**src/rtl/uart_pkg.sv**
```systemverilog
// Shared definitions for the UART bus bridge: register map, TX sequencer states
// and the power-on baud divisor.
package uart_pkg;

    localparam logic [1:0] ADDR_DATA  = 2'd0;
    localparam logic [1:0] ADDR_STAT  = 2'd1;
    localparam logic [1:0] ADDR_BAUDL = 2'd2;
    localparam logic [1:0] ADDR_BAUDH = 2'd3;

    // 50 MHz / 115200
    localparam logic [11:0] BAUD_RST_DEFAULT = 12'd434;

    typedef enum logic [1:0] {
        IDLE,
        LAUNCH,
        WAIT
    } tx_state_t;

endpackage

```
**src/rtl/uart_bus_bridge_if.sv**
```systemverilog
// CPU-side register bus of the UART bridge: chip select, direction, 2-bit
// address, write data and registered read data.
interface uart_bus_bridge_if;

    logic       iocs;
    logic       iorw;
    logic [1:0] ioaddr;
    logic [7:0] wdata;
    logic [7:0] rdata;

    modport master (output iocs, output iorw, output ioaddr, output wdata, input rdata);
    modport slave  (input iocs, input iorw, input ioaddr, input wdata, output rdata);

endinterface

```
**src/rtl/uart_bus_bridge_fifo.sv**
```systemverilog
// Synchronous FIFO with a combinational head; push/pop must already be
// qualified by the caller against full/empty.
module uart_fifo #(
    parameter int DEPTH  = 8,
    parameter int DATA_W = 8
) (
    input  logic                     clk,
    input  logic                     rst_n,
    input  logic                     push,
    input  logic                     pop,
    input  logic [DATA_W-1:0]        din,
    output logic [DATA_W-1:0]        dout,
    output logic                     full,
    output logic                     empty,
    output logic [$clog2(DEPTH):0]   count
);

    localparam int AW = $clog2(DEPTH);
    localparam int CW = AW + 1;

    logic [DATA_W-1:0] mem [DEPTH];
    logic [AW-1:0]     wr_ptr;
    logic [AW-1:0]     rd_ptr;

    always_ff @(posedge clk or negedge rst_n) begin
        if (!rst_n) begin
            wr_ptr <= '0;
            rd_ptr <= '0;
            count  <= '0;
        end else begin
            if (push) wr_ptr <= wr_ptr + AW'(1);
            if (pop)  rd_ptr <= rd_ptr + AW'(1);
            case ({push, pop})
                2'b10:   count <= count + CW'(1);
                2'b01:   count <= count - CW'(1);
                default: count <= count;
            endcase
        end
    end

    always_ff @(posedge clk) begin
        if (push) mem[wr_ptr] <= din;
    end

    assign dout  = mem[rd_ptr];
    assign full  = (count == CW'(DEPTH));
    assign empty = (count == '0);

endmodule

```
**src/rtl/uart_bus_bridge.sv**
```systemverilog
// Memory-mapped bridge between a CPU register bus and a UART: buffers TX and RX
// bytes in FIFOs, sequences trmt/tx_done handshakes and holds the baud divisor.
module uart_bus_bridge
    import uart_pkg::*;
#(
    parameter int          DEPTH    = 8,
    parameter logic [11:0] BAUD_RST = BAUD_RST_DEFAULT
) (
    input  logic                clk,
    input  logic                rst_n,
    uart_bus_bridge_if.slave    bus,
    output logic [7:0]          tx_data,
    output logic                trmt,
    input  logic                tx_done,
    input  logic [7:0]          rx_data,
    input  logic                rx_rdy,
    output logic                clr_rx_rdy,
    output logic [11:0]         baud_goal
);

    localparam int CW = $clog2(DEPTH) + 1;

    tx_state_t       state;
    logic            overrun;
    logic            wr, rd;
    logic            tx_push, tx_pop, tx_full, tx_empty;
    logic            rx_push, rx_pop, rx_full, rx_empty, rx_take;
    logic [7:0]      tx_head, rx_head;
    logic [CW-1:0]   tx_count, rx_count;
    logic [3:0]      tx_free;

    assign wr = bus.iocs & ~bus.iorw;
    assign rd = bus.iocs &  bus.iorw;

    // A full FIFO still accepts when the same cycle frees a slot.
    assign tx_pop  = (state == IDLE) & ~tx_empty;
    assign tx_push = wr & (bus.ioaddr == ADDR_DATA) & (~tx_full | tx_pop);

    // clr_rx_rdy high means the UART has not yet dropped rx_rdy for the byte just taken.
    assign rx_take = rx_rdy & ~clr_rx_rdy;
    assign rx_pop  = rd & (bus.ioaddr == ADDR_DATA) & ~rx_empty;
    assign rx_push = rx_take & (~rx_full | rx_pop);

    assign tx_free = 4'(DEPTH) - 4'(tx_count);

    uart_fifo #(.DEPTH(DEPTH), .DATA_W(8)) u_tx_fifo (
        .clk   (clk),
        .rst_n (rst_n),
        .push  (tx_push),
        .pop   (tx_pop),
        .din   (bus.wdata),
        .dout  (tx_head),
        .full  (tx_full),
        .empty (tx_empty),
        .count (tx_count)
    );

    uart_fifo #(.DEPTH(DEPTH), .DATA_W(8)) u_rx_fifo (
        .clk   (clk),
        .rst_n (rst_n),
        .push  (rx_push),
        .pop   (rx_pop),
        .din   (rx_data),
        .dout  (rx_head),
        .full  (rx_full),
        .empty (rx_empty),
        .count (rx_count)
    );

    always_ff @(posedge clk or negedge rst_n) begin
        if (!rst_n) begin
            state   <= IDLE;
            trmt    <= 1'b0;
            tx_data <= '0;
        end else begin
            trmt <= 1'b0;
            case (state)
                IDLE: if (!tx_empty) begin
                    tx_data <= tx_head;
                    trmt    <= 1'b1;
                    state   <= LAUNCH;
                end
                // Let a tx_done left over from the previous frame fall first.
                LAUNCH:  if (!tx_done) state <= WAIT;
                WAIT:    if (tx_done)  state <= IDLE;
                default: state <= IDLE;
            endcase
        end
    end

    always_ff @(posedge clk or negedge rst_n) begin
        if (!rst_n) begin
            clr_rx_rdy <= 1'b0;
            overrun    <= 1'b0;
            baud_goal  <= BAUD_RST;
        end else begin
            clr_rx_rdy <= rx_take;
            if (rx_take && rx_full && !rx_pop)
                overrun <= 1'b1;
            else if (wr && bus.ioaddr == ADDR_BAUDH)
                overrun <= 1'b0;
            if (wr && bus.ioaddr == ADDR_BAUDL) baud_goal[7:0]  <= bus.wdata;
            if (wr && bus.ioaddr == ADDR_BAUDH) baud_goal[11:8] <= bus.wdata[3:0];
        end
    end

    always_ff @(posedge clk or negedge rst_n) begin
        if (!rst_n) begin
            bus.rdata <= '0;
        end else if (rd) begin
            case (bus.ioaddr)
                ADDR_DATA:  bus.rdata <= rx_empty ? 8'h00 : rx_head;
                ADDR_STAT:  bus.rdata <= {tx_free, 4'(rx_count)};
                ADDR_BAUDL: bus.rdata <= baud_goal[7:0];
                default:    bus.rdata <= {overrun, 3'b000, baud_goal[11:8]};
            endcase
        end
    end

endmodule

```
**src/flat_wrapper.sv**
```systemverilog
// flat-port wrapper written by rule: the top's interface ports become plain ports
module uart_bus_bridge_flat import uart_pkg::*;
#(
    parameter int          DEPTH    = 8,
    parameter logic [11:0] BAUD_RST = BAUD_RST_DEFAULT
)
  (clk, rst_n, tx_data, trmt, tx_done, rx_data, rx_rdy, clr_rx_rdy, baud_goal, bus_iocs, bus_iorw, bus_ioaddr, bus_wdata, bus_rdata);
  uart_bus_bridge_if bus_i ();
  input  logic clk;
  input  logic rst_n;
  output logic [7:0] tx_data;
  output logic trmt;
  input  logic tx_done;
  input  logic [7:0] rx_data;
  input  logic rx_rdy;
  output logic clr_rx_rdy;
  output logic [11:0] baud_goal;
  input wire logic [$bits(bus_i.iocs)-1:0] bus_iocs;
  input wire logic [$bits(bus_i.iorw)-1:0] bus_iorw;
  input wire logic [$bits(bus_i.ioaddr)-1:0] bus_ioaddr;
  input wire logic [$bits(bus_i.wdata)-1:0] bus_wdata;
  output wire logic [$bits(bus_i.rdata)-1:0] bus_rdata;
  assign bus_i.iocs = bus_iocs;
  assign bus_i.iorw = bus_iorw;
  assign bus_i.ioaddr = bus_ioaddr;
  assign bus_i.wdata = bus_wdata;
  assign bus_rdata = bus_i.rdata;
  uart_bus_bridge #(.DEPTH(DEPTH), .BAUD_RST(BAUD_RST)) u_core (.clk(clk), .rst_n(rst_n), .bus(bus_i), .tx_data(tx_data), .trmt(trmt), .tx_done(tx_done), .rx_data(rx_data), .rx_rdy(rx_rdy), .clr_rx_rdy(clr_rx_rdy), .baud_goal(baud_goal));
endmodule
```
**config.mk**
```make
export PLATFORM = sky130hd
export DESIGN_NAME = uart_bus_bridge_flat
export DESIGN_NICKNAME = d
export VERILOG_FILES = /design/src/rtl/uart_pkg.sv /design/src/rtl/uart_bus_bridge_if.sv /design/src/rtl/uart_bus_bridge_fifo.sv /design/src/rtl/uart_bus_bridge.sv /design/src/flat_wrapper.sv
export SDC_FILE = /design/constraint.sdc
export NUM_CORES = 1
export LEC_CHECK = 0
export CAP_MARGIN = 20
export CORE_MARGIN = 4
export CORE_UTILIZATION = 23
export CTS_BUF_LIST = sky130_fd_sc_hd__clkbuf_8
export DETAILED_ROUTE_END_ITERATION = 12
export PLACE_DENSITY = 0.5
export SLEW_MARGIN = 5
export SYNTH_ARGS = -nofsm -noshare
export SYNTH_HDL_FRONTEND = slang
export SYNTH_SLANG_ARGS = --single-unit
export TNS_END_PERCENT = 1
```
**constraint.sdc**
```tcl
create_clock -name clk -period 2.9 [get_ports clk]
set_input_delay 0.29 -clock clk [delete_from_list [all_inputs] [get_ports clk]]
set_output_delay 0.29 -clock clk [all_outputs]
set_load 0.1 [all_outputs]
```
==> flow_metrics.env <==
export IMPL_ant_nets=0
export IMPL_synthFlopType="edfxtp_1"
export IMPL_finalCritPeriodShare=0.8503
export IMPL_drc=0
export IMPL_cp_max_fo=5
export IMPL_r2r_end="u_core.u_tx_fifo.count[3]"
export IMPL_ctsResizeCount=0
export IMPL_drv_cap=0
export IMPL_root_buffer="clkbuf_8"
export IMPL_required_ps=3240
export IMPL_hold_violations=0
export IMPL_grt_use_met2=0.1680
export IMPL_via_per_inst=4.169
export IMPL_vias=4077
export IMPL_nets=556
export IMPL_synth_cells=446
export IMPL_cts_tree="built"
export IMPL_place_port_buffers=53
export IMPL_cp_arrival_ps=2810
export IMPL_final_core_util=0.2783
export IMPL_p_int_mw=5.268
export IMPL_gp_congestion=0.8436
export IMPL_setup_tns_ps=0
export IMPL_grt_pass1_wl_microns=26120
export IMPL_p_sw_mw=3.363
export IMPL_clockPowerShare=0.196
export IMPL_setup_viol=0
export IMPL_rrSetupSlack_ps=430
export IMPL_synth_edff_count=128
export IMPL_h_tree_depth=4
export IMPL_reg2reg_depth=11
export IMPL_routed_wl_microns=17020
export IMPL_fin_cells=978
export IMPL_holdPathStages=2
export IMPL_dp_cells=945
export IMPL_ir_drop_mv=0.4877
export IMPL_cts_sinks=181
export IMPL_timing_rr_start="u_core.u_tx_fifo.count[0]"
export IMPL_drive_gt1_frac=0.2817
export IMPL_die_area_sq_um=35750
export IMPL_holdCritStartpoint="tx_done"
export IMPL_insertion_delay_ps=460
export IMPL_cts_buffers=17
export IMPL_switching_share=0.3897
export IMPL_grt_max_degree=37
export IMPL_initial_core_util=0.2324
export IMPL_die_w_microns=189.1
export IMPL_outcome="complete, no violations"
export IMPL_clk_pin_slew_ps=100
export IMPL_dp_hpwl_microns=12030
export IMPL_ios=54
export IMPL_avgSynthCellArea_sq_um=16.91
export IMPL_seq_area_frac_synth=0.6863
export IMPL_cts_path_max_buffers=2
export IMPL_finClkSkew_ps=17.08
export IMPL_synth_seq_cells=181
export IMPL_tightest_slew_ps=873.4
export IMPL_power_mw=8.631
export IMPL_n_antenna_cell=0
export IMPL_syn_area_sq_um=7542
export IMPL_startpoint_type="register"
export IMPL_hold_ws_ps=433.2
export IMPL_ys_types=49
export IMPL_synth_net_count=479
export IMPL_async_reset_ff_frac=0.2928
export IMPL_power_density_nw_per_um2=955.7
export IMPL_wl_per_cell_microns=17.41
export IMPL_final_common_cell="edfxtp_1"
export IMPL_holdPathEnd="u_core.state[1]"
export IMPL_worstSetupEndpointType="register"
export IMPL_core_area_sq_um=32450
export IMPL_area_delta_synth_final_pct=19.74
export IMPL_layout_common_cells="edfxtp_1, buf_4, dfrtp_1"
export IMPL_overflow=0
export IMPL_p_comb_frac=0.379
export IMPL_grt_pass1_vias=4306
export IMPL_report_final_slew_viol_count=0
export IMPL_yosys_warnings=0
export IMPL_antenna_found_initial=0
export IMPL_first_pass_iters=5
export IMPL_share_seq_of_total_power=0.425
export IMPL_die_h_microns=189.1
export IMPL_relSlewSlack=0.4178
export IMPL_fmax_mhz=405.5
export IMPL_fp_row_count=66
export IMPL_min_period_ps=2466
export IMPL_rsz0062_at_grt="no"
export IMPL_critPathKind="register to register"
export IMPL_grt_usage=0.09744
export IMPL_fill_cells=3257
export IMPL_grt_met3_usage=0.02563
export IMPL_grtUsageMet1=0.1228
export IMPL_leakage_nw=3.151
export IMPL_hold_class="input pin to register"
export IMPL_detail_route_iter0_violations=243
export IMPL_busiest_layer="met2"
repair_timing:
item | 4_1_cts | 5_1_grt
endpoints found under the hold margin | 30 | 0
hold buffers | 1 | 0
buffers inserted | 0 | 0
state kept, by name, indices dropped and copies added, names as in the netlist, 2 cells and up:
name and flops:
u_core.u_tx_fifo.mem 64, u_core.tx_data 8, u_core.u_tx_fifo.rd_ptr 3, u_core.u_rx_fifo.mem 64, u_core.bus.rdata 8, u_core.u_rx_fifo.count 4
u_core.u_tx_fifo.count 4, u_core.state 2, u_core.u_rx_fifo.rd_ptr 3, u_core.u_tx_fifo.wr_ptr 3, u_core.baud_goal 12, u_core.u_rx_fifo.wr_ptr 3
layout make-up:
cell class / instances / area (sq um) / share of cell area
tap: 442 / 553.0 / 0.06124
clock inverter: 12 / 113.9 / 0.01261
timing repair buffer: 81 / 663.1 / 0.07343
multi-input combinational: 237 / 2231 / 0.2470
clock buffer: 20 / 275.3 / 0.03048
inverter: 5 / 18.77 / 0.002078
sequential: 181 / 5176 / 0.5732
synth_stat cells, types with 4 or more instances:
cell type  number  area [sq um]
edfxtp_1      128          3844
mux2_2         19         214.0
xor2_1          4         35.03
a21oi_1        25         125.1
a221oi_1        6         52.55
clkbuf_1        5         18.77
dfrtp_1        48          1201
xnor2_1        12         105.1
mux4_2         31         698.2
nand2_1        21         78.83
o22ai_1         6         37.54
ha_1            8         100.1
buf_2          14         70.07
nand2b_1        7         43.79
nor2_1         28         105.1
inv_1           5         18.77
mux2i_1        19         190.2
nor3_1         10         50.05
dfstp_2         5         131.4
cell families after synthesis:
group                    after synthesis  synth area share
buffers and inverters                 28           0.01792
adder cells (fa/ha/maj)                9           0.01593
XOR/XNOR                              16           0.01858
flip-flops                           181            0.6863
AO/OA/AOI/OAI                         54           0.04761
multiplexers                          71            0.1511
AND/OR/NAND/NOR                       87           0.06254
power by group through the flow:
stage	clock network, mW	logic, mW	registers, mW
finish	1.69	3.27	3.67
global route	1.87	3.53	3.74
CTS	1.76	3.33	3.68
detailed placement	0	3.33	3.73
global placement	0	3.28	3.71
floorplan	0	1.80	4.40
per-stage QoR:
| step | area [sq um] | setup WS (ps) |
|---|---|---|
| after detailed placement | 8632 | 204.5 |
| final | 9031 | 434.2 |
| after floorplan | 7542 | 250.3 |
| after CTS | 9031 | 432.4 |
| after global routing | 9031 | 247.2 |
| after global placement | 8632 | 231.3 |
how the worst max path moves through the flow:
stage	start	to	cells past startpoint
2_1_floorplan	u_core.clr_rx_rdy	u_core.u_rx_fifo.mem[0][0]	5
6_report	u_core.u_tx_fifo.count[0]	u_core.u_tx_fifo.count[3]	11
4_1_cts	u_core.u_tx_fifo.count[0]	u_core.u_tx_fifo.count[3]	11
3_5_place_dp	bus_ioaddr[1]	u_core.u_tx_fifo.count[3]	9
5_1_grt	u_core.u_tx_fifo.count[0]	u_core.u_tx_fifo.count[3]	11
3_3_place_gp	bus_ioaddr[1]	u_core.u_tx_fifo.count[3]	9
critical path: stages, from the launching register on:
cell and delay (ps):
dfrtp_1 450, inv_1 130, ha_1 210, nand2b_1 120
o21a_1 200, nand2_1 90, inv_1 70, ha_1 270
a21o_1 180, a21oi_1 240, a21oi_1 100, a221o_1 290
routing by layer:
metal / wire (microns) / up-vias
met5: 0 / -
met4: 121 / 0
li1: - / 1878
met3: 763 / 8
met1: 7437 / 2127
met2: 8702 / 64
Note: power is estimated with default switching activity, not from simulation.
